[src/rtl/store_queue_pkg.sv]
// Shared definitions for the M-stage store queue: default depth and entry layout.
// An entry keeps only the word address; byte lanes are carried by byteen.
package store_queue_pkg;

    localparam int SQ_DEPTH = 4;
    localparam int ADDR_W   = 30;
    localparam int BE_W     = 4;
    localparam int DATA_W   = 32;

    typedef struct packed {
        logic [ADDR_W-1:0] addr;
        logic [BE_W-1:0]   byteen;
        logic [DATA_W-1:0] wdata;
    } sq_entry_t;

    // Rebuild a word-aligned byte address from a stored word address.
    function automatic logic [31:0] word_to_byte_addr(input logic [ADDR_W-1:0] waddr);
        return {waddr, 2'b00};
    endfunction

endpackage

[src/rtl/store_queue_ptr_ctrl.sv]
// Read/write pointers and occupancy count for the store queue.
// push/pop are requests; they are gated internally by full/empty.
module sq_ptr_ctrl
    import store_queue_pkg::*;
#(
    parameter  int DEPTH = SQ_DEPTH,
    localparam int PTR_W = $clog2(DEPTH),
    localparam int CNT_W = PTR_W + 1
) (
    input  logic             clk,
    input  logic             reset_n,
    input  logic             push_i,
    input  logic             pop_i,
    output logic [PTR_W-1:0] rd_ptr_o,
    output logic [PTR_W-1:0] wr_ptr_o,
    output logic [CNT_W-1:0] count_o,
    output logic             full_o,
    output logic             empty_o
);

    logic [PTR_W-1:0] rd_ptr_q, rd_ptr_d;
    logic [PTR_W-1:0] wr_ptr_q, wr_ptr_d;
    logic [CNT_W-1:0] count_q, count_d;
    logic             push_ok;
    logic             pop_ok;

    assign full_o  = (count_q == CNT_W'(DEPTH));
    assign empty_o = (count_q == '0);

    // Full refuses a push even when a pop frees a slot in the same cycle.
    assign push_ok = push_i && !full_o;
    assign pop_ok  = pop_i && !empty_o;

    always_comb begin
        rd_ptr_d = rd_ptr_q;
        wr_ptr_d = wr_ptr_q;
        count_d  = count_q;
        if (push_ok) begin
            wr_ptr_d = wr_ptr_q + PTR_W'(1);
        end
        if (pop_ok) begin
            rd_ptr_d = rd_ptr_q + PTR_W'(1);
        end
        case ({push_ok, pop_ok})
            2'b10:   count_d = count_q + CNT_W'(1);
            2'b01:   count_d = count_q - CNT_W'(1);
            default: count_d = count_q;
        endcase
    end

    always_ff @(posedge clk or negedge reset_n) begin
        if (!reset_n) begin
            rd_ptr_q <= '0;
            wr_ptr_q <= '0;
            count_q  <= '0;
        end else begin
            rd_ptr_q <= rd_ptr_d;
            wr_ptr_q <= wr_ptr_d;
            count_q  <= count_d;
        end
    end

    assign rd_ptr_o = rd_ptr_q;
    assign wr_ptr_o = wr_ptr_q;
    assign count_o  = count_q;

endmodule

[src/rtl/store_queue.sv]
// In-order store buffer between M-stage store formatting and the data-memory port.
// Handshake: a transfer happens on a rising edge where valid && ready; payload holds while valid && !ready.
module store_queue
    import store_queue_pkg::*;
#(
    parameter  int DEPTH = SQ_DEPTH,
    localparam int PTR_W = $clog2(DEPTH),
    localparam int CNT_W = PTR_W + 1
) (
    input  logic             clk,
    input  logic             reset_n,
    input  logic             st_valid,
    input  logic [31:0]      st_addr,
    input  logic [3:0]       st_byteen,
    input  logic [31:0]      st_wdata,
    output logic             st_ready,
    input  logic             ld_check,
    input  logic [31:0]      ld_addr,
    output logic             ld_hazard,
    output logic             m_valid,
    output logic [31:0]      m_addr,
    output logic [3:0]       m_byteen,
    output logic [31:0]      m_wdata,
    input  logic             m_ready,
    output logic [CNT_W-1:0] sq_count,
    output logic             sq_empty
);

    sq_entry_t        entries_q [DEPTH];
    sq_entry_t        entries_d [DEPTH];
    sq_entry_t        head;
    sq_entry_t        new_entry;
    logic [PTR_W-1:0] rd_ptr;
    logic [PTR_W-1:0] wr_ptr;
    logic [CNT_W-1:0] count;
    logic             full;
    logic             empty;
    logic             push_req;
    logic             enq;
    logic [DEPTH-1:0] slot_valid;
    logic             addr_hit;
    logic             unused_addr_lsbs;

    // Zero-byteen stores are accepted on the handshake but never occupy a slot.
    assign push_req = st_valid && (st_byteen != '0);
    assign enq      = push_req && !full;

    sq_ptr_ctrl #(.DEPTH(DEPTH)) u_ptr_ctrl (
        .clk      (clk),
        .reset_n  (reset_n),
        .push_i   (push_req),
        .pop_i    (m_ready),
        .rd_ptr_o (rd_ptr),
        .wr_ptr_o (wr_ptr),
        .count_o  (count),
        .full_o   (full),
        .empty_o  (empty)
    );

    assign new_entry = '{addr: st_addr[31:2], byteen: st_byteen, wdata: st_wdata};

    always_comb begin
        for (int i = 0; i < DEPTH; i++) begin
            entries_d[i] = entries_q[i];
        end
        if (enq) begin
            entries_d[wr_ptr] = new_entry;
        end
    end

    always_ff @(posedge clk or negedge reset_n) begin
        if (!reset_n) begin
            for (int i = 0; i < DEPTH; i++) begin
                entries_q[i] <= '0;
            end
        end else begin
            for (int i = 0; i < DEPTH; i++) begin
                entries_q[i] <= entries_d[i];
            end
        end
    end

    // A slot is live when its distance from the head (mod DEPTH) is below count.
    always_comb begin
        slot_valid = '0;
        addr_hit   = 1'b0;
        for (int i = 0; i < DEPTH; i++) begin
            slot_valid[i] = ({1'b0, PTR_W'(i) - rd_ptr} < count);
            if (slot_valid[i] && (entries_q[i].addr == ld_addr[31:2])) begin
                addr_hit = 1'b1;
            end
        end
    end

    assign ld_hazard = ld_check && addr_hit;

    assign head     = entries_q[rd_ptr];
    assign m_valid  = !empty;
    assign m_addr   = word_to_byte_addr(head.addr);
    assign m_byteen = head.byteen;
    assign m_wdata  = head.wdata;

    assign st_ready = !full;
    assign sq_count = count;
    assign sq_empty = empty;

    assign unused_addr_lsbs = ^{st_addr[1:0], ld_addr[1:0]};

endmodule

[config.mk]
export PLATFORM = sky130hd
export DESIGN_NAME = store_queue
export DESIGN_NICKNAME = d
export VERILOG_FILES = /design/src/rtl/store_queue_pkg.sv /design/src/rtl/store_queue_ptr_ctrl.sv /design/src/rtl/store_queue.sv
export SDC_FILE = /design/constraint.sdc
export NUM_CORES = 1
export LEC_CHECK = 0
export ABC_AREA = 1
export BUFFER_PORTS_ARGS = -buffer_cell sky130_fd_sc_hd__buf_4
export CORE_MARGIN = 5
export CORE_UTILIZATION = 30
export DETAILED_ROUTE_END_ITERATION = 16
export GPL_ROUTABILITY_DRIVEN = 0
export GPL_TIMING_DRIVEN = 0
export MAX_ROUTING_LAYER = met4
export PLACE_DENSITY_LB_ADDON = 0.15
export SETUP_SLACK_MARGIN = 0.2
export SLEW_MARGIN = 20
export SYNTH_ARGS = -nofsm -noshare
export SYNTH_HDL_FRONTEND = slang
export SYNTH_HIERARCHICAL = 1
export SYNTH_SLANG_ARGS = --single-unit
export TNS_END_PERCENT = 20
[constraint.sdc]
create_clock -name clk -period 5.5 [get_ports clk]
set_clock_uncertainty 0.1 [all_clocks]
set_input_delay 0.275 -clock clk [delete_from_list [all_inputs] [get_ports clk]]
set_output_delay 0.275 -clock clk [all_outputs]
set_load 0.02 [all_outputs]
==> After elaboration in Yosys (flattened, before gate mapping) <==
Index checks and enable logic that the tools add are counted.
{ "totals": {"regBits": 271, "latchBits": 0, "mem_bits_rw": 0, "mem_bits_ro": 0, "input_bits": 105, "out_inout_bits": 75, "elab_cells": 64, "memories": 0} }
{ "op_classes": {"n_addsub": 8, "mul": 0, "div_mod_pow": 0, "n_lt_le_gt_ge": 7, "eq_ne": 7, "shifts": 0, "muxes": 11, "bitwise": 2, "reduce_logical": 14} }
{ "ops": {"columns": ["cell", "count"], "rows": [
  ["$bwmux W264", 1],
  ["$mux W66", 3],
  ["$bmux W66 S2", 1],
  ["$demux W66 S2", 1],
  ["$eq A30 B30 Y1", 4],
  ["$lt A2 B3 Y1", 4],
  ["$logic_and A1 B1 Y1", 9],
  ["$ge A3 B3 Y1 const B", 2],
  ["$not A2 Y3", 2],
  ["$pmux W3 S2", 1],
  ["$add A2 B1 Y2 const B", 2],
  ["$mux W1", 4],
  ["$reduce_bool A4 Y1", 1],
  ["$sub A1 B2 Y2 const A", 2],
  ["$sub A2 B2 Y2 const A", 2],
  ["$add A3 B1 Y3 const B", 1],
  ["$eq A3 B3 Y1 const B", 1],
  ["$logic_not A3 Y1", 1],
  ["$lt A3 B1 Y1 const B", 1],
  ["$sub A3 B1 Y3 const B", 1],
  ["$eq A2 B1 Y1 const B", 1],
  ["$eq A2 B2 Y1 const B", 1],
  ["$logic_not A1 Y1", 2],
  ["$reduce_bool A2 Y1", 1]
]} }

==> Depth between registers and ports, before layout <==
{ "logic_depth": {"depth_word": 8, "depth_mapped": 17, "mapped_depth_nobuf": 15} }

==> Cells and area by module <==
Netlist, hierarchy kept.
{ "by_module_without_submodules": {"columns": ["module", "n_inst", "cells_per_inst", "area_per_inst_um2", "seq_area_each_um2"], "rows": [
  ["store_queue", 1, 1621, 13490.4, 6606.3],
  ["sq_ptr_ctrl", 1, 53, 405.4, 175.2]
]} }

==> Least setup slack after synthesis <==
No wires, ideal clock.
{ "synth_timing": {"kind": "reg2out", "start": "register u_ptr_ctrl.rd_ptr_q[0], in the netlist u_ptr_ctrl/rd_ptr_o[0]", "end": "output port ld_hazard", "t_arrival_ns": 2.290, "required_ns": 5.125, "setup_slack_ns": 2.835, "path_stages_with_launch": 17, "path_buffers": 2, "path_cell_list": "dfrtp_1 > inv_1 > nor2_1 > buf_2 > buf_1 > inv_1 > nand2_1 > ha_1 > inv_1 > nor2_1 > a22oi_1 > nand3_1 > nor2_1 > nand3_1 > nand2_1 > nor2_1 > nor2_1"} }
{ "synth_via": {"elab_chain_cells": 8, "elab_cells_between_ends": 17, "classes_between": "add/sub: 4; order compare: 4; mux: 4; reduce/logical: 5"} }
{ "synth_rtl": {"columns": ["element", "line_no", "rtl"], "rows": [
  ["start: declaration", "store_queue_ptr_ctrl.sv:21", "logic [PTR_W-1:0] rd_ptr_q, rd_ptr_d;"],
  ["start signal: assignment", "store_queue_ptr_ctrl.sv:57", "rd_ptr_q <= rd_ptr_d;"],
  ["$sub A1 B2 Y2", "store_queue.sv:88", "slot_valid[i] = ({1'b0, PTR_W'(i) - rd_ptr} < count);"],
  ["$lt A2 B3 Y1", "store_queue.sv:88", null],
  ["$logic_and A1 B1 Y1", "store_queue.sv:89", "if (slot_valid[i] && (entries_q[i].addr == ld_addr[31:2])) begin"],
  ["$mux W1 (3 in series)", "store_queue.sv:89", null],
  ["$mux W1 (*)", "store_queue.sv:89", null],
  ["$logic_and A1 B1 Y1 (*)", "store_queue.sv:95", "assign ld_hazard = ld_check && addr_hit;"],
  ["end: declaration", "store_queue.sv:19", "output logic ld_hazard,"]
]} }
Mark *: on every way between the ends. The rest lies on a longest branch, timed or not.

==> Worst setup path in the final report <==
Ends and elaborated chain as after synthesis.

==> key figures <==
Yosys
  • Yosys top cell area share: 0.4880
  • Top cell type by total area after synthesis: dfrtp_1
  • Mapped Cells: ~1700
  • Synthesized area: between 0.01 and 0.015 mm²
  • Syn_area_per_cell: roughly 8.3 µm²
  • Synth unique cells: 30
  • Area contributors post-synth: dfrtp_1, nand2_1, o21ai_1, inv_1, o221ai_1
  • Yosys warning count: 6
  • Yosys reg bits: approximately 270
  • Seq/Total Area, Yosys: 0.4880

Timing
  • Worst Tran Pin Value: 894.3 ps
  • Peak Freq: 0.2401 GHz
  • Min Tclk post-route: 4166 ps
  • Setup TNS: 0 ps
  • Worst slew margin: 0.4038
  • Crit share post-route: 0.7574
  • Setup-failing EPs final: 0
  • RSZ-0062 raised after global routing: no
  • Fin. Hold Viols: 0
  • Max-slew violations: 0

Worst setup path
  • CP Cell Sequence: inv_1 > nor2_1 > buf_2 > buf_1 > inv_1 > nand2_1 > ha_1 > inv_1 > nor2_1 > a22oi_1 > nand3_1 > nor2_1 > nand3_1 > nand2_1 > nor2_1 > nor2_1 > buf_4
  • Critical path arrival: ~3800 ps
  • Max FO, Critical Path: 10
  • R2R setup slack: ~3100 ps
  • Worst path most repeated cell: nor2_1
  • Worst Setup Start Kind: register
  • Max stage delay on crit path: roughly 520 ps
  • CP max-delay cell: buf_1
  • CP Class: reg -> out
  • Required time worst endpoint: a little over 5000 ps
  • Crit. End Element: output port

Run
  • Max Cap Viol: 0

Power
  • Max IR drop VDD: around 280 µV
  • Cell Pwr Density: between 600 and 700 mW/mm²
  • Psw: between 4 and 5 mW
  • Switching part of the total: 0.4324
  • Share of power burned in registers: 0.318
  • Pleak: between 8 and 9 nW
  • Overall Power: roughly 11 mW
  • Combinational Power Share: 0.488
  • Clk network pwr share: 0.194
  • Pint: between 6 and 7 mW

Finish
  • Fill count: roughly 4700
  • Layout cells sized above 1: 0.1356
  • Nets: between 2000 and 2500
  • Area growth syn-to-layout: 27.14%
  • Multi-input gate area: 0.005286 mm²
  • Register area: 0.006782 mm²

Routing
  • Routed wire length per instance: roughly 19 µm
  • DRT Wirelength: ~48000 µm
  • Vias per inst: approximately 4.7
  • Remaining antenna violation count: 0
  • Drt first pass iters: 5
  • First-iteration detailed-routing DRC count: approximately 820
  • Via Count: roughly 12000
  • Drt drc: 0

Placement
  • IO buf count: about 160
  • Post-DP HPWL: 33560 µm

Global routing
  • Largest net degree at the start of global routing: 86
  • Total GRT Usage: 0.1920
  • Number of antenna violations at the first check in global routing: 2
  • GR Overflow Total: 0
  • Vias in the first global route: 12190
  • First-pass GRT wire length: approximately 73000 µm

Clock tree
  • CTS tree: built
  • CTS buffer count: 35
  • CTS root buf: clkbuf_16
  • Clock-pin slew on the worst setup and hold paths: around 60 ps
  • Later-pin clock latency in the skew report: between 500 and 600 ps
  • Clock tree sinks: around 270
  • CTS Buffer Depth: 3
  • Post-CTS Setup Repair Bufs: 0
  • H-tree Lvls: 2

Die
  • Die area: 0.05072 mm²
  • Die Width: ~230 µm
  • Die Ht: 225.2 µm
  • # IOs: 180
  • Core area: 0.04558 mm²
  • Std-Cell Rows: 78
  • Initial Util: 0.3049

Min path
  • HP Class: in -> reg

Outcome
  • Outcome: completed
## registers in the layout, indices dropped and copies added, names as in the netlist
| signal | count |
|---|---|
| u_ptr_ctrl/wr_ptr_o | 2 |
| entries_q | 264 |
| u_ptr_ctrl/count_o | 3 |
| u_ptr_ctrl/rd_ptr_o | 2 |
## power groups by stage
stage	logic (mW)	clock network (mW)	registers, mW
final	5.50	2.19	3.58
after global routing	6.07	2.33	3.69
after detailed placement	5.49	0	3.60
after global placement	5.44	0	3.58
after floorplan	3.43	0	3.48
after CTS	5.57	2.26	3.58
## final timing paths
kind	end	startpoint	depth (start not counted)
max in group asynchronous	entries_q[88]	reset_n	4
min in group asynchronous	entries_q[118]	reset_n	2
setup / recovery	ld_hazard	u_ptr_ctrl/rd_ptr_o[0]	17
setup reg to reg	entries_q[34]	u_ptr_ctrl/count_o[0]	8
hold reg to reg	entries_q[90]	entries_q[90]	2
hold / removal	u_ptr_ctrl/wr_ptr_o[0]	st_valid	5
## through the flow
stage,utilization,setup WS (ps),instances,hold slack (ps),instance area (µm²)
6_report,0.3876,1334,2563,74.78,17670
3_3_place_gp,0.3473,1423,2432,397.9,15830
4_1_cts,0.3875,1272,2561,51.75,17660
2_1_floorplan,-,2835,1675,-120.6,13900
5_1_grt,0.3876,944.7,2563,66.33,17670
3_5_place_dp,0.3493,1870,2435,135.6,15920
## cell type report
type / count / share of cell area
antenna: 2 / 0.0002833
buffer: 102 / 0.03654
clock buffer: 49 / 0.05595
clock inverter: 9 / 0.004178
inverter: 316 / 0.06714
multi-input combinational: 986 / 0.2992
sequential: 271 / 0.3839
tap: 600 / 0.04249
timing repair buffer: 228 / 0.1103
## routing by layer
layer | track usage | share of wire
met2 | 0.2959 | 0.46
met5 | - | 0
met1 | 0.2640 | 0.46
met4 | 0.05349 | 0.023
met3 | 0.03087 | 0.053
## cells in the final DEF, fill, tap and decap left out
cell type,instances
buf_2,3
nor3_4,4
clkinv_2,7
diode_2,2
clkbuf_8,6
conb_1,2
xnor2_1,65
inv_2,4
buf_8,1
dlygate4sd3_1,68
buf_16,3
bufinv_16,1
buf_6,31
nand2_1,390
o221ai_1,66
xor2_1,31
or2_2,1
nor2_2,1
o21ai_0,4
nor4_1,1
nand3_2,2
nor3_1,2
inv_6,1
fa_1,1
a22oi_1,67
nand4_1,10
buf_4,163
o21ai_1,262
a21oi_1,1
clkbuf_16,35
nor2_1,53
nand3_1,15
ha_1,5
inv_1,312
clkbuf_1,60
nand2_2,2
nand2_4,1
buf_1,9
dfrtp_1,271
## synthesized netlist by cell type
cell type / instances
buf_1: 9
o21ai_0: 4
a22oi_1: 67
or2_2: 1
inv_2: 4
nand2_1: 390
buf_4: 7
clkbuf_1: 52
xnor2_1: 65
nor3_1: 2
nor2_2: 1
nand3_2: 2
inv_1: 312
ha_1: 5
a21oi_1: 1
fa_1: 1
buf_2: 3
nor2_1: 53
buf_6: 31
o221ai_1: 66
nand2_2: 2
conb_1: 1
dfrtp_1: 271
nor3_4: 4
nand3_1: 15
nand4_1: 10
xor2_1: 31
o21ai_1: 262
nand2_4: 1
nor4_1: 1
## cells by family (layout without fill, tap and decap cells)
family,after synthesis,in the layout,synth area share
other cells,1,4,0.0002699
simple gates,482,482,0.1395
xor+xnor,96,96,0.06051
compound gates,400,400,0.1740
flops,271,271,0.4880
fa+ha+maj,6,6,0.005943
buf+inv,418,704,0.1318
## worst max-delay path: cells and delay by family, from the launching register on
kind | cells | cell delay [ps]
adders and majority gates | 1 | 240
AOI/OAI and AO/OA | 1 | 150
DFF | 1 | 460
and+or+nand+nor | 9 | 1060
buffers and inverters | 6 | 1330
## what timing repair did
item                                   in CTS  in global routing
hold buffers                               68                  0
endpoints found under the hold margin     364                  0
gates resized for setup                     0                  0
Note: power is estimated with default switching activity, not from simulation.
